<file path="config.mk">
export PLATFORM = sky130hd
export DESIGN_NAME = uart_tx
export DESIGN_NICKNAME = d
export VERILOG_FILES = /design/src/rtl/uart_pkg.sv /design/src/rtl/baud_edge_detect.sv /design/src/rtl/uart_tx.sv
export SDC_FILE = /design/constraint.sdc
export NUM_CORES = 1
export LEC_CHECK = 0
export ABC_AREA = 1
export BUFFER_PORTS_ARGS = -buffer_cell sky130_fd_sc_hd__buf_2
export CAP_MARGIN = 20
export CELL_PAD_IN_SITES_DETAIL_PLACEMENT = 1
export CELL_PAD_IN_SITES_GLOBAL_PLACEMENT = 2
export CORE_MARGIN = 1.5
export CORE_UTILIZATION = 32
export DETAILED_ROUTE_END_ITERATION = 16
export GPL_ROUTABILITY_DRIVEN = 0
export PLACE_DENSITY = 0.8
export SLEW_MARGIN = 20
export SYNTH_ARGS = -nofsm -noshare
export SYNTH_HDL_FRONTEND = slang
export SYNTH_HIERARCHICAL = 1
export SYNTH_SLANG_ARGS = --single-unit
</file>
<file path="constraint.sdc">
create_clock -name clk -period 1.7 [get_ports clk]
set_input_delay 0.17 -clock clk [delete_from_list [all_inputs] [get_ports clk]]
set_output_delay 0.17 -clock clk [all_outputs]
set_load 0.02 [all_outputs]
</file>
<file path="src/rtl/uart_pkg.sv">
// uart_pkg: shared types and constants for the UART blocks.
//   state_t           transmitter FSM encoding
//   UART_DATA_BITS    default data bits per frame
//   UART_STOP_BITS    default stop bits per frame
//   UART_DIV_*        baudrate_generator divisors (50 MHz system clock),
//                     also used by the rs232 top-level rate-select decode
package uart_pkg;

  typedef enum logic [2:0] {
    IDLE,
    WAIT,
    START,
    DATA,
    PARITY,
    STOP
  } state_t;

  localparam int UART_DATA_BITS = 8;
  localparam int UART_STOP_BITS = 1;

  localparam int UART_DIV_115200 = 433;
  localparam int UART_DIV_57600  = 867;
  localparam int UART_DIV_38400  = 1301;
  localparam int UART_DIV_9600   = 5207;

endpackage

</file>
<file path="src/rtl/baud_edge_detect.sv">
// baud_edge_detect: one-flop rising-edge detector for the baud reference.
//   clk       system clock (same domain as baud_clk, so no synchronizer)
//   reset     asynchronous, active-low reset
//   baud_clk  baudrate_generator clk_out
//   tick      one-clk pulse on each rising edge of baud_clk
// History resets to 1 so a baud_clk already high at reset release does not
// produce a spurious tick.
module baud_edge_detect (
  input  logic clk,
  input  logic reset,
  input  logic baud_clk,
  output logic tick
);

  logic prev;

  always_ff @(posedge clk or negedge reset) begin
    if (!reset) prev <= 1'b1;
    else        prev <= baud_clk;
  end

  assign tick = baud_clk & ~prev;

endmodule

</file>
<file path="src/rtl/uart_tx.sv">
// uart_tx: serial transmitter, LSB first, line idles high.
// Frame: start bit, DATA_BITS data bits, optional parity, STOP_BITS stop bits.
//   clk       system clock
//   reset     asynchronous, active-low reset (aborts any frame, tx high)
//   baud_clk  baudrate_generator clk_out; each rising edge is one bit period
//   tx_data   byte to send, latched when tx_valid && tx_ready
//   tx_valid  tx_data is valid
//   tx_ready  block can accept a byte (registered)
//   tx        serial line out (registered)
//   tx_busy   frame in progress
//   tx_done   one-cycle pulse on the final stop-bit tick
// Build option: define UART_TX_PARITY_EN to add a parity bit after the data
// bits (even parity, or odd when PARITY_ODD=1).
module uart_tx
  import uart_pkg::*;
#(
  parameter int DATA_BITS  = UART_DATA_BITS,
  parameter int STOP_BITS  = UART_STOP_BITS,
  parameter int PARITY_ODD = 0
) (
  input  logic                 clk,
  input  logic                 reset,
  input  logic                 baud_clk,
  input  logic [DATA_BITS-1:0] tx_data,
  input  logic                 tx_valid,
  output logic                 tx_ready,
  output logic                 tx,
  output logic                 tx_busy,
  output logic                 tx_done
);

  localparam int CW = $clog2(DATA_BITS);
  localparam logic [CW-1:0] LAST_BIT = CW'(DATA_BITS - 1);
  localparam logic STOP_LAST = (STOP_BITS == 2);

  if (DATA_BITS < 5 || DATA_BITS > 8) begin : g_bad_data_bits
    $error("uart_tx: DATA_BITS must be 5..8");
  end
  if (STOP_BITS < 1 || STOP_BITS > 2) begin : g_bad_stop_bits
    $error("uart_tx: STOP_BITS must be 1 or 2");
  end
  if (PARITY_ODD < 0 || PARITY_ODD > 1) begin : g_bad_parity
    $error("uart_tx: PARITY_ODD must be 0 or 1");
  end

  logic                 tick;
  state_t               state;
  logic [DATA_BITS-1:0] shreg;
  logic [CW-1:0]        bitcnt;
  logic                 stopcnt;
`ifdef UART_TX_PARITY_EN
  logic                 par;
`endif

  baud_edge_detect u_edge (
    .clk      (clk),
    .reset    (reset),
    .baud_clk (baud_clk),
    .tick     (tick)
  );

  assign tx_busy = (state != IDLE);

  // Each state advances only on tick; tx changes on the tick that starts
  // the corresponding bit, so every bit lasts exactly one tick period.
  always_ff @(posedge clk or negedge reset) begin
    if (!reset) begin
      state    <= IDLE;
      tx       <= 1'b1;
      tx_ready <= 1'b1;
      tx_done  <= 1'b0;
      shreg    <= '0;
      bitcnt   <= '0;
      stopcnt  <= 1'b0;
`ifdef UART_TX_PARITY_EN
      par      <= 1'b0;
`endif
    end else begin
      tx_done <= 1'b0;
      case (state)
        IDLE: begin
          tx <= 1'b1;
          if (tx_valid && tx_ready) begin
            shreg    <= tx_data;
`ifdef UART_TX_PARITY_EN
            par      <= (^tx_data) ^ (PARITY_ODD != 0);
`endif
            tx_ready <= 1'b0;
            state    <= WAIT;
          end
        end
        // The accept cycle is spent in IDLE, so a tick coincident with
        // accept is never seen here; the start bit waits for the next one.
        WAIT: if (tick) begin
          tx    <= 1'b0;
          state <= START;
        end
        START: if (tick) begin
          tx     <= shreg[0];
          shreg  <= shreg >> 1;
          bitcnt <= '0;
          state  <= DATA;
        end
        DATA: if (tick) begin
          if (bitcnt == LAST_BIT) begin
`ifdef UART_TX_PARITY_EN
            tx      <= par;
            state   <= PARITY;
`else
            tx      <= 1'b1;
            stopcnt <= 1'b0;
            state   <= STOP;
`endif
          end else begin
            bitcnt <= bitcnt + 1'b1;
            tx     <= shreg[0];
            shreg  <= shreg >> 1;
          end
        end
        PARITY: if (tick) begin
          tx      <= 1'b1;
          stopcnt <= 1'b0;
          state   <= STOP;
        end
        STOP: if (tick) begin
          tx <= 1'b1;
          if (stopcnt == STOP_LAST) begin
            tx_done  <= 1'b1;
            tx_ready <= 1'b1;
            state    <= IDLE;
          end else begin
            stopcnt <= 1'b1;
          end
        end
        default: begin
          tx       <= 1'b1;
          tx_ready <= 1'b1;
          state    <= IDLE;
        end
      endcase
    end
  end

endmodule
</file>
# == After elaboration in Yosys (flattened, before gate mapping) ==
# Cells that the tools add are included.
# totals
ff_bits,19
latchBits,0
ram_bits,0
mem_bits_ro,0
in_bits,12
out_inout_bits,4
word_cells,78
n_memories,0
# op_classes
addsub,1
multipliers,0
div,0
n_lt_le_gt_ge,0
eq_ne,16
shifts,0
mux,36
bitwise_logic,3
reduce_logical,14
# op_table
operator,n
two-way mux 3 bit,11
two-way mux 8 bit,4
one-hot mux 8 bit (3 select lines),1
!= test 2 bit (second input constant),9
one-hot mux 3 bit (6 select lines),1
two-way mux 1 bit,15
AND reduction 4 bit,3
AND reduction 5 bit,2
equality test 3 bit (second input constant),3
nonzero test 3 bit,3
AND reduction 8 bit,1
equality test 3 x 2 -> 1 bit (second input constant),2
one-hot mux 1 bit (3 select lines),2
one-hot mux 3 bit (2 select lines),1
one-hot mux 1 bit (4 select lines),1
OR reduction 4 bit,1
adder 3 x 1 -> 3 bit (second input constant),1
equality test 3 x 1 -> 1 bit (second input constant),1
zero test 3 bit,1
!= test 2 x 1 -> 1 bit (second input constant),1
NOT 1 bit,2
nonzero test 2 bit,1
OR reduction 2 bit,1
bitwise AND 1 bit,1
logical AND 1 bit,1

# == Logic depth before layout (Yosys ltp) ==
# depth
depth_word,4
depth_mapped,9

# == Hierarchy ==
# Netlist, hierarchy kept.
# modules_own_cells
module,instances,cells_per_inst,area_each_um2,seq_area_each_um2
uart_tx,1,135,1042.2,427.9
baud_edge_detect,1,3,36.3,26.3

# == Least setup slack after synthesis ==
# Ideal clock, no wire load.
# synth_path
path_kind,flip-flop to flip-flop
startpoint,reg bitcnt[0]
endpoint,reg shreg[1]
setup_time_ps,118
arrival_ps,1252
required_ps,1582
path_slack_ps,330
stages_incl_launch_ff,8
path_buffers,1
period_less_slack_ps,1370
cell_sequence,dfrtp_1 > ha_1 > ha_1 > nand2_2 > nand2_4 > nor2_4 > buf_12 > o21ai_2
# synth_via
elab_chain_len,3
# synth_rtl
element,line_no,source
start: declaration,uart_tx.sv:49,logic [CW-1:0] bitcnt;
start signal: assignment,uart_tx.sv:115,bitcnt <= bitcnt + 1'b1;
equality test 3 bit,uart_tx.sv:105,if (bitcnt == LAST_BIT) begin
!= test 2 bit (no source line),n/a,
AND reduction 5 bit (no source line),n/a,
end signal: assignment,uart_tx.sv:84,shreg <= tx_data;
end signal: assignment,uart_tx.sv:100,shreg <= shreg >> 1;
end signal: assignment,uart_tx.sv:117,shreg <= shreg >> 1;
end: declaration,uart_tx.sv:48,logic [DATA_BITS-1:0] shreg;
# Every way passes these cells.
# A chain may end at the register's enable or synchronous reset.

# == Final worst setup path ==
# layout_path
startpoint,reg state[2]
endpoint,out tx_busy
# layout_via
elab_chain_len,1
# layout_rtl
element,line_no,source
start: declaration,uart_tx.sv:47,state_t state;
start signal: assignment,uart_tx.sv:68,state <= IDLE;
start signal: assignment,uart_tx.sv:89,state <= WAIT;
start signal: assignment,uart_tx.sv:96,state <= START;
nonzero test 3 bit,uart_tx.sv:62,assign tx_busy = (state != IDLE);
end: declaration,uart_tx.sv:28,"output logic tx_busy,"
# Every way passes these cells.

==> results.yml <==
final_layout:
  syn2layout_area_growth_pct: 14.6
  drive_gt1_share_pct: 29.9
  antenna_cells: 0
  fillers: 400
  final_common_cell: "nand2_1"
  final_cell_mix: "36 x nand2_1, 15 x inv_1, 15 x dfrtp_1, 15 x buf_2, 13 x nor2_1"
  multiInputGateArea_sq_um: 514
  register_area_sq_um: 454
  nets: 172
yosys:
  synth_area_sq_um: 1080
  syn-num-nets: 152
  yosysSeqAreaShare_pct: 42.1
  ys_ff_latch: 18
  synth.top_cell.area_share_pct: 34.8
  synthAdderAreaFrac_pct: 2.32
  netlist_instances: 138
  syn_area_per_cell_sq_um: 7.82
  ys_types: 23
  synth_top_family_by_area: "simple AND/OR/NAND/NOR gates"
  synth-xor-area-share_pct: 0
  synthMuxAreaShare_pct: 0
  synth-simple-area-share_pct: 31.2
  synth_top_area_cell: "dfrtp_1"
  synth_compound_area_share_pct: 14.2
  synthTopCellsByArea: "dfrtp_1 35%, nand2_1 13%, dfstp_2 7.3%, o21ai_2 6.5%, inv_1 5.2%"
  yosysWarnings: 6
grt:
  globalRouteTotalUtil_pct: 15.2
  grt_pass1_vias: 912
  grt_antenna_before_repair: 0
  grt_pass1_wl_mm: 4.10
  gr-total-overflow: 0
  grt_start_max_net_pins: 19
routing:
  wire_per_inst_um: 11.6
  drt-met1-wl_mm: 1.08
  ant_nets: 0
  vias: 929
  routed_wl_mm: 2.34
  avgViaCountPerCell: 4.62
  routed-wl-met3_um: 68
  routed-wl-met2_mm: 1.14
  firstDrtPassIters: 4
  drc_errors: 0
  topRoutingLayerUsed: "met4"
  drtIter0Drc: 37
setup_path:
  crit_chain: "inv_1 -> nand2_1 -> buf_2"
  slowest_delay_ns: 0.58
  critPathMaxFanout: 9
  crit_path_top_delay_cell: "dfrtp_1"
  cp.required_ns: 1.53
  start_kind: "register"
  cp.buffers_inverters: 2
  cp.arrival_ns: 1.38
  setup.worst_path.class: "reg2out"
  endpoint_kind: "output pin"
  critical-path-top-delay-family: "flip-flops"
job:
  max_cap_viol_count: 0
die:
  boundaryPins: 16
  die_area_sq_um: 3730
  die_y_um: 61.1
  floorplan.core_area_sq_um: 3130
  die_w_um: 61.1
  rows: 20
  initial_core_util_pct: 34.5
clocking:
  numCtsBuffers: 3
  ctsHtreeMaxLevel: 1
  max-clock-path-buffers: 2
  clk_pin_slew_ns: 0.11
  root_buffer: "clkbuf_4"
  cts_tree: "done"
  clkLatencyLatePin_ns: 0.29
  cts_sinks: 18
sta:
  timing.hold.ws_ns: 0.184
  tightest_slew_ns: 0.418
  relSlewSlack_pct: 72.1
  period_needed_ns: 1.55
  hold_viol_final: 0
  skew_ns: 0.0102
  fin_crit_sh_pct: 91.2
  fin_setup_tns_ns: 0
  fmax_mhz: 645
  rsz0062_at_grt: "no"
  finalSetupViolCount: 0
  final_max_slew_viol_count: 0
power:
  irDropWorstVdd_mv: 0.720
  leakagePower_nw: 0.645
  power.density_nw_per_um2: 1800
placement:
  hpwlAfterDp_mm: 1.83
  port_buffers: 15
status:
  status: "complete, no violations"
min_path:
  hold_class: "in2reg"
-- where the power goes --
group	total [mW]	switching, mW	leakage [nW]	internal [mW]
Combinational	1.28	0.815	0.406	0.464
Clock	0.224	0.133	0.0150	0.0912
Sequential	0.718	0.114	0.225	0.604
Total	2.22	1.06	0.645	1.16
-- stage by stage --
stage               instance area, sq um  cells  utilization (%)  setup slack, ns  power (mW)
floorplan                           1080    138                -            0.330        1.77
global placement                    1190    195             38.0            0.285        1.98
detailed placement                  1190    195             38.0            0.243        2.02
CTS                                 1240    201             39.5            0.178        2.26
global route                        1240    201             39.5           0.0758        2.46
finish                              1240    201             39.5            0.150        2.22
-- registers in the layout, indices dropped and copies added (netlist names) --
name / cells
state: 3
tx_done: 1
u_edge/prev: 1
shreg: 8
tx: 1
tx_ready: 1
bitcnt: 3
-- final timing paths --
| path | from | to | slack, ns | cells past startpoint |
|---|---|---|---|---|
| max | state[2] | tx_busy | 0.15 | 3 |
| min | tx_data[0] | shreg[0] | 0.18 | 5 |
| max reg2reg | state[2] | shreg[5] | 0.21 | 7 |
| min reg2reg | bitcnt[1] | bitcnt[1] | 0.50 | 2 |
| max in group asynchronous | reset | u_edge/prev | 1.03 | 2 |
| min in group asynchronous | reset | shreg[0] | 0.33 | 2 |
-- metal layers --
layer  vias up  GRT usage (%)
met5         -              0
met4         0           7.45
met3         4           1.89
met2        15           24.6
met1       436           19.9
li1        474              -
-- logic make-up after synthesis --
| family | Yosys count |
|---|---|
| buffers and inverters | 22 |
| adders and majority gates | 2 |
| AOI/OAI and AO/OA | 24 |
| DFF | 18 |
| and+or+nand+nor | 72 |
-- layout make-up --
| class | instances | share of cell area, % |
|---|---|---|
| clock buffer | 4 | 2.13 |
| inverter | 19 | 5.77 |
| sequential | 18 | 36.7 |
| timing repair buffer | 18 | 9.31 |
| tap | 44 | 4.45 |
| multi-input combinational | 98 | 41.6 |
-- tightest hold or removal path, delay by kind of cell --
family | cells | cell delay (ns)
compound gates | 1 | 0.06
buf+inv | 1 | 0.07
simple gates | 3 | 0.15
-- cell usage after synthesis --
master and n:
a21oi_1 2, buf_12 1, buf_4 1, buf_6 1, clkinv_1 1, dfrtp_1 15, dfstp_2 3, ha_1 2
inv_1 15, inv_2 3, nand2_1 36, nand2_2 6, nand2_4 1, nand3_1 8, nand3_2 1, nand4_1 1
nor2_1 13, nor2_2 4, nor2_4 2, o21ai_0 5, o21ai_1 8, o21ai_2 8, o21bai_1 1
-- timing repair --
action / in CTS / in global routing
hold buffers: 2 / 0
buffers inserted: 0 / 0
hold endpoints to repair: 16 / 0
gates resized for setup: 0 / 0
Power figures use the tool's default switching activity.
